## config.mk

```make
export PLATFORM = sky130hd
export DESIGN_NAME = rob_commit
export DESIGN_NICKNAME = d
export VERILOG_FILES = /design/src/rtl/rob_commit.sv
export SDC_FILE = /design/constraint.sdc
export NUM_CORES = 1
export LEC_CHECK = 0
export ABC_AREA = 1
export ABC_CLOCK_PERIOD_IN_PS = 5500
export BUFFER_PORTS_ARGS = -buffer_cell sky130_fd_sc_hd__buf_2
export CAP_MARGIN = 20
export CORE_ASPECT_RATIO = 1.5
export CORE_UTILIZATION = 65
export DETAILED_ROUTE_END_ITERATION = 6
export GPL_TIMING_DRIVEN = 0
export PLACE_DENSITY = 0.88
export SYNTH_ARGS = -nofsm -noshare
export SYNTH_HDL_FRONTEND = slang
export SYNTH_SLANG_ARGS = --single-unit
```

## constraint.sdc

```tcl
create_clock -name clk_in -period 5.5 [get_ports clk_in]
set_input_delay 1.1 -clock clk_in [delete_from_list [all_inputs] [get_ports clk_in]]
set_output_delay 1.1 -clock clk_in [all_outputs]
set_load 0.01 [all_outputs]
```

## src/rtl/rob_commit.sv

```systemverilog
`timescale 1ns/1ps
`default_nettype none
// ============================================================================
// Module      : rob_commit
// Description : In-order commit buffer feeding the single regfile write port.
//               Results complete out of order by tag and retire in order.
// Revision    : 1.0 - initial release
// ============================================================================
module rob_commit #(
  parameter int DEPTH = 8,
  parameter int TAGW  = 3
) (
  input  logic            clk_in,
  input  logic            rst_in,
  input  logic            flush_in,
  input  logic            alloc_valid,
  input  logic [4:0]      alloc_rd,
  output logic            alloc_ready,
  output logic [TAGW-1:0] alloc_tag,
  input  logic            cmpl_valid,
  input  logic [TAGW-1:0] cmpl_tag,
  input  logic [31:0]     cmpl_data,
  output logic            write_or_not,
  output logic [4:0]      writeaddr,
  output logic [31:0]     writedata,
  output logic [TAGW:0]   count_out,
  output logic            empty_out
);

  localparam logic [TAGW:0] c_FULL_COUNT = (TAGW+1)'(DEPTH);

  logic [DEPTH-1:0] r_valid;
  logic [DEPTH-1:0] r_done;
  logic [4:0]       r_rd   [DEPTH];
  logic [31:0]      r_data [DEPTH];
  logic [TAGW-1:0]  r_head;
  logic [TAGW-1:0]  r_tail;
  logic [TAGW:0]    r_count;
  logic             r_write_en;
  logic [4:0]       r_write_addr;
  logic [31:0]      r_write_data;

  logic w_alloc_fire;
  logic w_cmpl_fire;
  logic w_commit_fire;

  assign alloc_ready   = (r_count < c_FULL_COUNT);
  assign alloc_tag     = r_tail;
  assign w_alloc_fire  = alloc_valid && alloc_ready;
  // The allocating slot is still invalid here, so a same-tag completion drops.
  assign w_cmpl_fire   = cmpl_valid && r_valid[cmpl_tag] && !r_done[cmpl_tag];
  assign w_commit_fire = r_valid[r_head] && r_done[r_head];

  assign write_or_not = r_write_en;
  assign writeaddr    = r_write_addr;
  assign writedata    = r_write_data;
  assign count_out    = r_count;
  assign empty_out    = (r_count == '0);

  always_ff @(posedge clk_in or negedge rst_in) begin
    if (!rst_in) begin
      r_valid      <= '0;
      r_done       <= '0;
      r_head       <= '0;
      r_tail       <= '0;
      r_count      <= '0;
      r_write_en   <= 1'b0;
      r_write_addr <= '0;
      r_write_data <= '0;
    end else if (flush_in) begin
      r_valid    <= '0;
      r_done     <= '0;
      r_head     <= '0;
      r_tail     <= '0;
      r_count    <= '0;
      r_write_en <= 1'b0;
    end else begin
      // Head and tail only coincide when empty or full, so these never collide.
      if (w_alloc_fire) begin
        r_valid[r_tail] <= 1'b1;
        r_done[r_tail]  <= 1'b0;
        r_tail          <= r_tail + TAGW'(1);
      end
      if (w_cmpl_fire) begin
        r_done[cmpl_tag] <= 1'b1;
      end
      if (w_commit_fire) begin
        r_valid[r_head] <= 1'b0;
        r_done[r_head]  <= 1'b0;
        r_head          <= r_head + TAGW'(1);
        r_write_addr    <= r_rd[r_head];
        r_write_data    <= r_data[r_head];
      end
      r_write_en <= w_commit_fire && (r_rd[r_head] != 5'd0);
      r_count    <= r_count + (TAGW+1)'(w_alloc_fire) - (TAGW+1)'(w_commit_fire);
    end
  end

  // Payload storage is qualified by the valid/done bits and needs no reset.
  always_ff @(posedge clk_in) begin
    if (w_alloc_fire) begin
      r_rd[r_tail] <= alloc_rd;
    end
    if (w_cmpl_fire) begin
      r_data[cmpl_tag] <= cmpl_data;
    end
  end

endmodule
`default_nettype wire

```

**Yosys cells after proc, flatten, opt, wreduce, memory -nomap -nowiden**

Memories as Yosys holds them, arrays and structs flattened. A register that Yosys moved wholly into a read port is not among the register bits.
Cells that the tools add are included.

- Register bits: 32
- Memory bits (writable): 296
- Input port bits: 45
- Logic and storage cells: 77
- Memories kept: 2

- $add $sub $neg: 4
- Magnitude comparators: 7
- Multiplexer cells: 34
- Bitwise operators: 8
- Reduce and logical (&&, ||, !) cells: 15

Memories:

| memory | words | bits a word | rd ports | clocked after Yosys merged registers in | wr ports | line | source |
|---|---|---|---|---|---|---|---|
| r_data | 8 | 32 | 1 | 1 | 1 | 35 | `logic [31:0] r_data [DEPTH];` |
| r_rd | 8 | 5 | 1 | 0 | 1 | 34 | `logic [4:0] r_rd [DEPTH];` |

Operators by type and width:

| cell | count |
|---|---|
| $mux W8 | 10 |
| $and A8 B8 Y8 | 3 |
| $not A8 Y8 | 2 |
| $or A8 B8 Y8 | 2 |
| $bmux W1 S3 | 4 |
| $lt A3 B4 Y1 const B | 3 |
| $mux W1 | 12 |
| $mux W3 | 4 |
| $demux W1 S3 | 3 |
| $ge A3 B1 Y1 const B | 3 |
| $logic_and A1 B1 Y1 | 8 |
| $add A3 B1 Y3 const B | 2 |
| $reduce_bool A5 Y1 | 1 |
| $add A4 B1 Y4 | 1 |
| $logic_not A4 Y1 | 1 |
| $lt A4 B4 Y1 const B | 1 |
| $mux W4 | 1 |
| $reduce_bool A2 Y1 | 2 |
| $sub A4 B1 Y4 | 1 |
| $logic_not A1 Y1 | 2 |
| $reduce_and A2 Y1 | 1 |
| $not A1 Y1 | 1 |

**Depth between registers and ports, before layout**

Gate-level depths: netlist (run 1).

- Word-level depth: 14
- Mapped depth: 16

**Worst setup path before layout (run 1)**

OpenSTA, ideal clock, no wires.

- Path type: input to register
- Start: in cmpl_tag[0]
- End: mem r_data[3][0], enable pin
- Arrival time: 4.183 ns
- Data required time: 5.039 ns
- Path slack: 0.856 ns
- Stages on the path: 9
- Buffers on the path: 2
- Path through: buf_6 buf_6 o21ai_0 nand2_1 nand2_1 nand2_1 nand2_1 nand2_2 nor3_1

- Cells in the longest elaborated chain, start to end: 6

RTL lines:

| element | line | source |
|---|---|---|
| start, declared | 21 | `input logic [TAGW-1:0] cmpl_tag,` |
| $bmux W1 S3 | 51 | `assign w_cmpl_fire = cmpl_valid && r_valid[cmpl_tag] && !r_done[cmpl_tag];` |
| $mux W1 (implied by the code) | 51 |  |
| $logic_and A1 B1 Y1 / $logic_not A1 Y1 (equally long branches) | 51 |  |
| $logic_and A1 B1 Y1 | 51 |  |
| $mux W1 | 104 | `if (w_cmpl_fire) begin` |
| $mux W1 (implied by the code) | 105 | `r_data[cmpl_tag] <= cmpl_data;` |
| end, declared | 35 |  |

Several ways; a longest one is shown, not always the timed one. The select of a mux whose other input is x is not followed.

**Worst setup path after layout (run 1)**

- Start: in cmpl_tag[0]
- End: mem r_data[3][8], enable pin

The elaborated chain is that of the path after synthesis.

==> flow_summary_export.csv, run 1 <==
group,metric,value,unit
floorplanning,fp.dieW,124.0,microns
setup_path,cp-end-kind,"flip-flop",
timing,holdWs,481.8,ps
cells_and_area,nets,1353,
drt,drc_errors,0,
power_and_ir_drop,intPower,4.502,mW
clocking,clk_latency,570,ps
floorplanning,fp-row-count,66,
clocking,post_cts_buffers,0,
floorplanning,die_area,22940,sq um
floorplanning,start_util,66.57,%
status,status,"complete, no violations",
clocking,cts.sink_count,360,
clocking,root_buffer,"clkbuf_16",
power_and_ir_drop,clockPowerShare,42.5,%
setup_path,required,5770,ps
floorplanning,die_h,185.0,microns
place,portBuffers,89,
synth,synth_nets,1223,
drt,routedWlPerCell,23.77,microns
power_and_ir_drop,power.total,5.669,mW
place,dp.cells,1540,
hold_path,hp-class,"flip-flop to flip-flop",
floorplanning,core_region_area,21800,sq um
timing,fin_crit,3019,ps
global_routing,grtUsageTotal,34.08,%
clocking,cts_buffers,30,
clocking,cts.clk_slew.worst_paths,70,ps
power_and_ir_drop,netSwitchingPower,1.167,mW
power_and_ir_drop,pwr-share-comb,4.4,%
synth,yosysTopAreaCell,"edfxtp_1",
place,placed_cell_area,15450,sq um
global_routing,grt_pass1_vias,10390,
synth,ys_types,33,
timing,finClkSkew,16.02,ps
global_routing,globalRouteOverflowTotal,0,
clocking,cts_tree,"built",
cells_and_area,layout.cell_area.non_filler,16580,sq um
power_and_ir_drop,ir_worst_vdd,0.3073,mV
cells_and_area,layout-drive-gt1-share,16.77,%
synth,post_synth_main_area_contributors,"edfxtp_1 (61%), dfrtp_1 (11%), o21ai_0 (5.0%)",
power_and_ir_drop,switching_share,20.58,%
synth,synth.yosys.seq_area_share,72.28,%
drt,first_pass_iters,5,
timing,fmax,331.2,MHz
global_routing,antenna_found_initial,2,
timing,post-route-period-util,54.89,%
setup_path,critPathMaxFanout,10,
drt,totalWireLength,37.99,mm
drt,drt-vias-per-instance,6.431,
clocking,h-tree-depth,1,
cells_and_area,fin_util,76.06,%
timing,finalSetupTns,0,ps
timing,rsz0062_at_grt,"false",
timing,setup_viol,0,
timing,finalHoldViolCount,0,
global_routing,grt_first_pass_wirelength,56.83,mm
drt,antenna_left,0,
place,dp_worst_setup_slack,1936,ps
clocking,post_cts_resized,0,
synth,yosysTopAreaCellShare,61.24,%
synth,synth_cells,1170,
synth,yosys_register_bits,360,
setup_path,cp-start-kind,"input port",
power_and_ir_drop,powerDensity,341.9,nW/um^2
power_and_ir_drop,pwr-share-seq,53.2,%
place,dp_hpwl,23.90,mm
global_routing,grt_start_max_net_pins,65,
floorplanning,boundaryPins,92,
clocking,ctsHoldBuffers,0,
synth,ys_warn_count,0,
cells_and_area,final_cells,1598,
setup_path,crit_arrival,3290,ps
timing,max_slew_margin,33.66,%
drt,via_count,10280,
cells_and_area,area_delta_synth_final,14.25,%
drt,drt-initial-drc-count,1080,
place,routabilityCongestion,0.8611,
timing,worst-slew-pin-transition,993.7,ps
timing,finalMaxSlewViolations,0,
setup_path,crit_type,"input port to flip-flop",
synth,syn_area_per_cell,12.41,sq um
synth,synth.cell_area,14510,sq um
power_and_ir_drop,power_leakage,6.352,nW
timing,worst_slack,2481,ps
flow_run,cap_violations,0,
clocking,clockBufferDepth,3,
==> cell families after synthesis <==
| kind of cell | share of synthesized area, % |
|---|---|
| buf+inv | 3.758 |
| xor+xnor | 0.06036 |
| flops | 72.28 |
| simple gates | 11.56 |
| fa+ha+maj | 0.7414 |
| compound gates | 11.60 |
==> layout make-up <==
class	instances	area, sq um
Timing Repair Buffer	98	570.5
Tap cell	272	340.3
Fill cell	1268	5219
Clock buffer	35	810.8
Antenna cell	2	5.005
Inverter	54	202.7
Clock inverter	21	316.6
Multi-Input combinational cell	692	3503
Buffer	64	342.8
Sequential cell	360	10490
==> layer usage <==
metal  GRT usage, %  up-vias  share of wire (%)  routed length (microns)
met1          39.63     4946                 34                    12760
met5              0        -              0.039                       15
met3          5.727      177                9.2                     3480
met4          21.10        2                6.0                     2263
li1               -     4407                  -                        -
met2          58.27      745                 51                    19460
==> flip-flops by register name (all words and copies together), names as in the netlist <==
| register | flops |
|---|---|
| alloc_tag | 3 |
| count_out | 4 |
| r_data | 256 |
| r_done | 8 |
| r_head | 3 |
| r_rd | 40 |
| r_valid | 8 |
| write_or_not | 1 |
| writeaddr | 5 |
| writedata | 32 |
==> critical path, stage by stage <==
cell	delay, ps
buf_6	110
clkinv_1	240
nand4_1	150
nand4_1	150
nor2_4	230
nand2_2	210
nor3_2	630
buf_6	270
buf_6	190
==> power by group through the flow <==
| stage | combinational [mW] | sequential (mW) | clock [mW] |
|---|---|---|---|
| final | 0.247 | 3.01 | 2.41 |
| after global placement | 0.223 | 3.07 | 0 |
| after global routing | 0.275 | 3.02 | 2.50 |
| after detailed placement | 0.243 | 3.07 | 0 |
| after CTS | 0.244 | 3.01 | 2.40 |
| after floorplan | 0.117 | 3.08 | 0 |
==> layout by cell type, fill, tap and decap left out, types with 12 or more instances in the layout <==
cell,netlist,layout
edfxtp_1,296,296
nand3_1,27,27
clkbuf_1,23,25
o21ai_0,146,146
a21oi_1,13,13
inv_1,51,48
nand2_1,185,185
nor2_1,157,155
dfrtp_1,64,64
buf_2,28,116
o2111ai_1,32,32
o211ai_1,15,15
o21a_1,60,60
buf_6,6,12
clkbuf_16,0,31
or2_2,13,13
==> worst paths after layout <==
check                              startpoint            end  slack (ps)  cells past startpoint
worst min register to register  writedata[18]  writedata[18]         480                      2
worst max register to register      r_head[0]   count_out[2]        2760                     14
min in group asynchronous              rst_in      r_done[1]         690                      1
max in group asynchronous              rst_in  writedata[20]        4210                      1
worst min-delay path            writedata[18]  writedata[18]         480                      2
worst max-delay path              cmpl_tag[0]   r_data[3][8]        2480                      9
==> cells in the mapped netlist <==
master and instances:
a211oi_1 1, a21o_1 1, a21oi_1 13, buf_1 1
buf_2 28, buf_4 6, buf_6 6, clkbuf_1 23
clkinv_1 1, dfrtp_1 64, edfxtp_1 296, fa_1 1
ha_1 7, inv_1 51, inv_2 2, nand2_1 185
nand2_2 2, nand2_4 1, nand3_1 27, nand4_1 5
nor2_1 157, nor2_2 4, nor2_4 3, nor3_1 10
nor3b_1 1, o2111ai_1 32, o211ai_1 15, o21a_1 60
o21ai_0 146, o21ai_1 6, or2_1 1, or2_2 13
xor2_1 1
No activity file was read; power rests on OpenSTA's default activity.
==> run 2, diff against run 1 <==
--- a/config.mk
+++ b/config.mk
@@ -6,14 +6,14 @@
 export NUM_CORES = 1
 export LEC_CHECK = 0
 export ABC_AREA = 1
-export ABC_CLOCK_PERIOD_IN_PS = 5500
+export ABC_CLOCK_PERIOD_IN_PS = 2650
 export BUFFER_PORTS_ARGS = -buffer_cell sky130_fd_sc_hd__buf_2
 export CAP_MARGIN = 20
 export CORE_ASPECT_RATIO = 1.5
-export CORE_UTILIZATION = 65
+export CORE_UTILIZATION = 54
 export DETAILED_ROUTE_END_ITERATION = 6
 export GPL_TIMING_DRIVEN = 0
-export PLACE_DENSITY = 0.88
+export PLACE_DENSITY = 0.78
 export SYNTH_ARGS = -nofsm -noshare
 export SYNTH_HDL_FRONTEND = slang
 export SYNTH_SLANG_ARGS = --single-unit
==> constraint.sdc (replaced) <==
create_clock -name clk_in -period 2.65 [get_ports clk_in]
set_input_delay 0.53 -clock clk_in [delete_from_list [all_inputs] [get_ports clk_in]]
set_output_delay 0.53 -clock clk_in [all_outputs]
set_load 0.01 [all_outputs]
==> run 2 against run 1 <==
Against the previous run: clock-buffer cell count increased by 6; core utilization decreased by 13 points; combinational power increased by 100%; setup slack got worse by 2300 ps; register-to-register slack got worse by 2600 ps; total power increased by 100%; sequential power increased by 110%.
==> flow_summary_export.csv, run 2 (same netlist as run 1, synthesis figures left out) <==
group,metric,value,unit
timing,post-route-period-util,94.91,%
timing,finClkSkew,9.032,ps
cells_and_area,final_cell_mix,"edfxtp_1 (296), nand2_1 (183), nor2_1 (154)",
drt,drc_errors,0,
timing,finalMaxSlewViolations,0,
cells_and_area,final_cells,1662,
hold_path,hold_path.startpoint,"flush_in",
floorplanning,fp.dieW,135.9,microns
place,placed_cell_area,15570,sq um
clocking,cts_buffers,30,
global_routing,grt_start_max_net_pins,45,
setup_path,r2r-start,"r_head[0]",
place,dp_hpwl,22.84,mm
cells_and_area,layout-drive-gt1-share,16.77,%
global_routing,grtUsageTotal,25.85,%
clocking,h-tree-depth,1,
place,dp.cells,1603,
clocking,cts.sink_count,360,
timing,finalHoldViolCount,0,
timing,rsz0062_at_grt,"false",
setup_path,critPathMaxFanout,10,
place,portBuffers,89,
flow_run,cap_violations,0,
floorplanning,die_h,202.8,microns
cells_and_area,nets,1353,
clocking,cts_tree,"built",
power_and_ir_drop,powerDensity,688.8,nW/um^2
global_routing,globalRouteOverflowTotal,0,
drt,totalWireLength,34.72,mm
cells_and_area,area_delta_synth_final,14.90,%
drt,first_pass_iters,5,
cells_and_area,layout_commonest_cell,"edfxtp_1",
floorplanning,die_area,27550,sq um
timing,worst_slack,134.9,ps
place,routabilityCongestion,0.8644,
setup_path,required,3100,ps
setup_path,critPathLaunch,"r_head[0]",
global_routing,grt_first_pass_wirelength,52.69,mm
power_and_ir_drop,power_leakage,6.343,nW
setup_path,crit_type,"flip-flop to flip-flop",
clocking,clockBufferDepth,3,
place,dp_worst_setup_slack,-394.2,ps
timing,setup_viol,0,
cells_and_area,largest_register,"r_data",
floorplanning,start_util,54.79,%
clocking,cts.clk_slew.worst_paths,70,ps
drt,via_count,9555,
floorplanning,boundaryPins,92,
status,status,"complete, no violations",
hold_path,hp-class,"input port to flip-flop",
setup_path,cp-start-kind,"flip-flop",
timing,fmax,397.6,MHz
clocking,clk_latency,570,ps
floorplanning,fp-row-count,73,
power_and_ir_drop,power.total,11.49,mW
cells_and_area,fin_util,62.96,%
setup_path,cp-end-kind,"flip-flop",
cells_and_area,largest_register_ffs,256,
drt,routedWlPerCell,20.89,microns
drt,drt-vias-per-instance,5.749,
drt,antenna_left,0,
global_routing,grt_pass1_vias,9485,
cells_and_area,layout.cell_area.non_filler,16680,sq um
timing,max_slew_margin,37.41,%
timing,fin_crit,2515,ps
timing,worst-slew-pin-transition,937.5,ps
drt,drt-initial-drc-count,896,
floorplanning,core_region_area,26490,sq um
global_routing,antenna_found_initial,2,
power_and_ir_drop,ir_worst_vdd,0.6571,mV
setup_path,crit_arrival,2970,ps
clocking,root_buffer,"clkbuf_16",
## run 2: cell count changes in the layout (fill, tap and decap cells not counted), sizes merged, moves of 2 or more
| cell | delta |
|---|---|
| clkinv | -8 |
| inv | +3 |
| bufinv | -2 |
| clkbuf | +6 |
## run 2: report_power, final
group | internal (mW) | switching [mW] | leakage [nW]
Clock | 2.75 | 1.98 | 0.510
Combinational | 0.166 | 0.334 | 2.29
Sequential | 6.21 | 0.0383 | 3.55
## run 2: worst paths after layout
path	slack, ps	depth (start not counted)	endpoint
min in group asynchronous	420	2	writedata[22]
hold / removal	230	2	count_out[1]
max in group asynchronous	1650	3	r_head[1]
hold reg to reg	470	2	writedata[30]
setup / recovery	130	14	count_out[2]
setup reg to reg	130	14	count_out[2]
## run 2: what timing repair did
action	4_1_cts	5_1_grt
pin swaps	1	0
setup buffers	1	0
hold buffers	1	0
setup endpoints to repair	11	3
resized for setup	1	8
endpoints found under the hold margin	20	0
## run 2: final cells by class
| class | count | area (sq um) |
|---|---|---|
| buffer | 64 | 352.8 |
| tap | 337 | 421.7 |
| multi-input combinational | 692 | 3533 |
| timing repair buffer | 98 | 605.6 |
| fill | 1937 | 9812 |
| sequential | 360 | 10490 |
| inverter | 54 | 203.9 |
| antenna | 1 | 2.502 |
| clock buffer | 41 | 812.0 |
| clock inverter | 15 | 251.5 |
## run 2: per-layer routing
metal	wire, microns	GRT usage [%]	vias up
li1	-	-	4421
met1	12720	30.47	4652
met2	18510	46.63	400
met3	2242	3.596	80
met4	1240	10.95	2
met5	11	0	-
## run 2: critical path, cell delays in order (launching register included)
cell and delay, ps:
dfrtp_2 460, inv_2 100, buf_6 150, nand2_1 60, nand3_1 70, nand2_1 60
nor2_2 170, nor2_4 80, buf_6 150, ha_1 270, inv_1 40, ha_1 200
fa_1 400, o21ai_1 140, a21oi_1 50
## run 2: through the flow
stage,TNS (ps),hold slack [ps]
after detailed placement,-11520,459.7
after global placement,-168240,457.5
after floorplan,-32.53,234.4
after CTS,0,207.4
after global routing,0,211.9
final,0,230.4
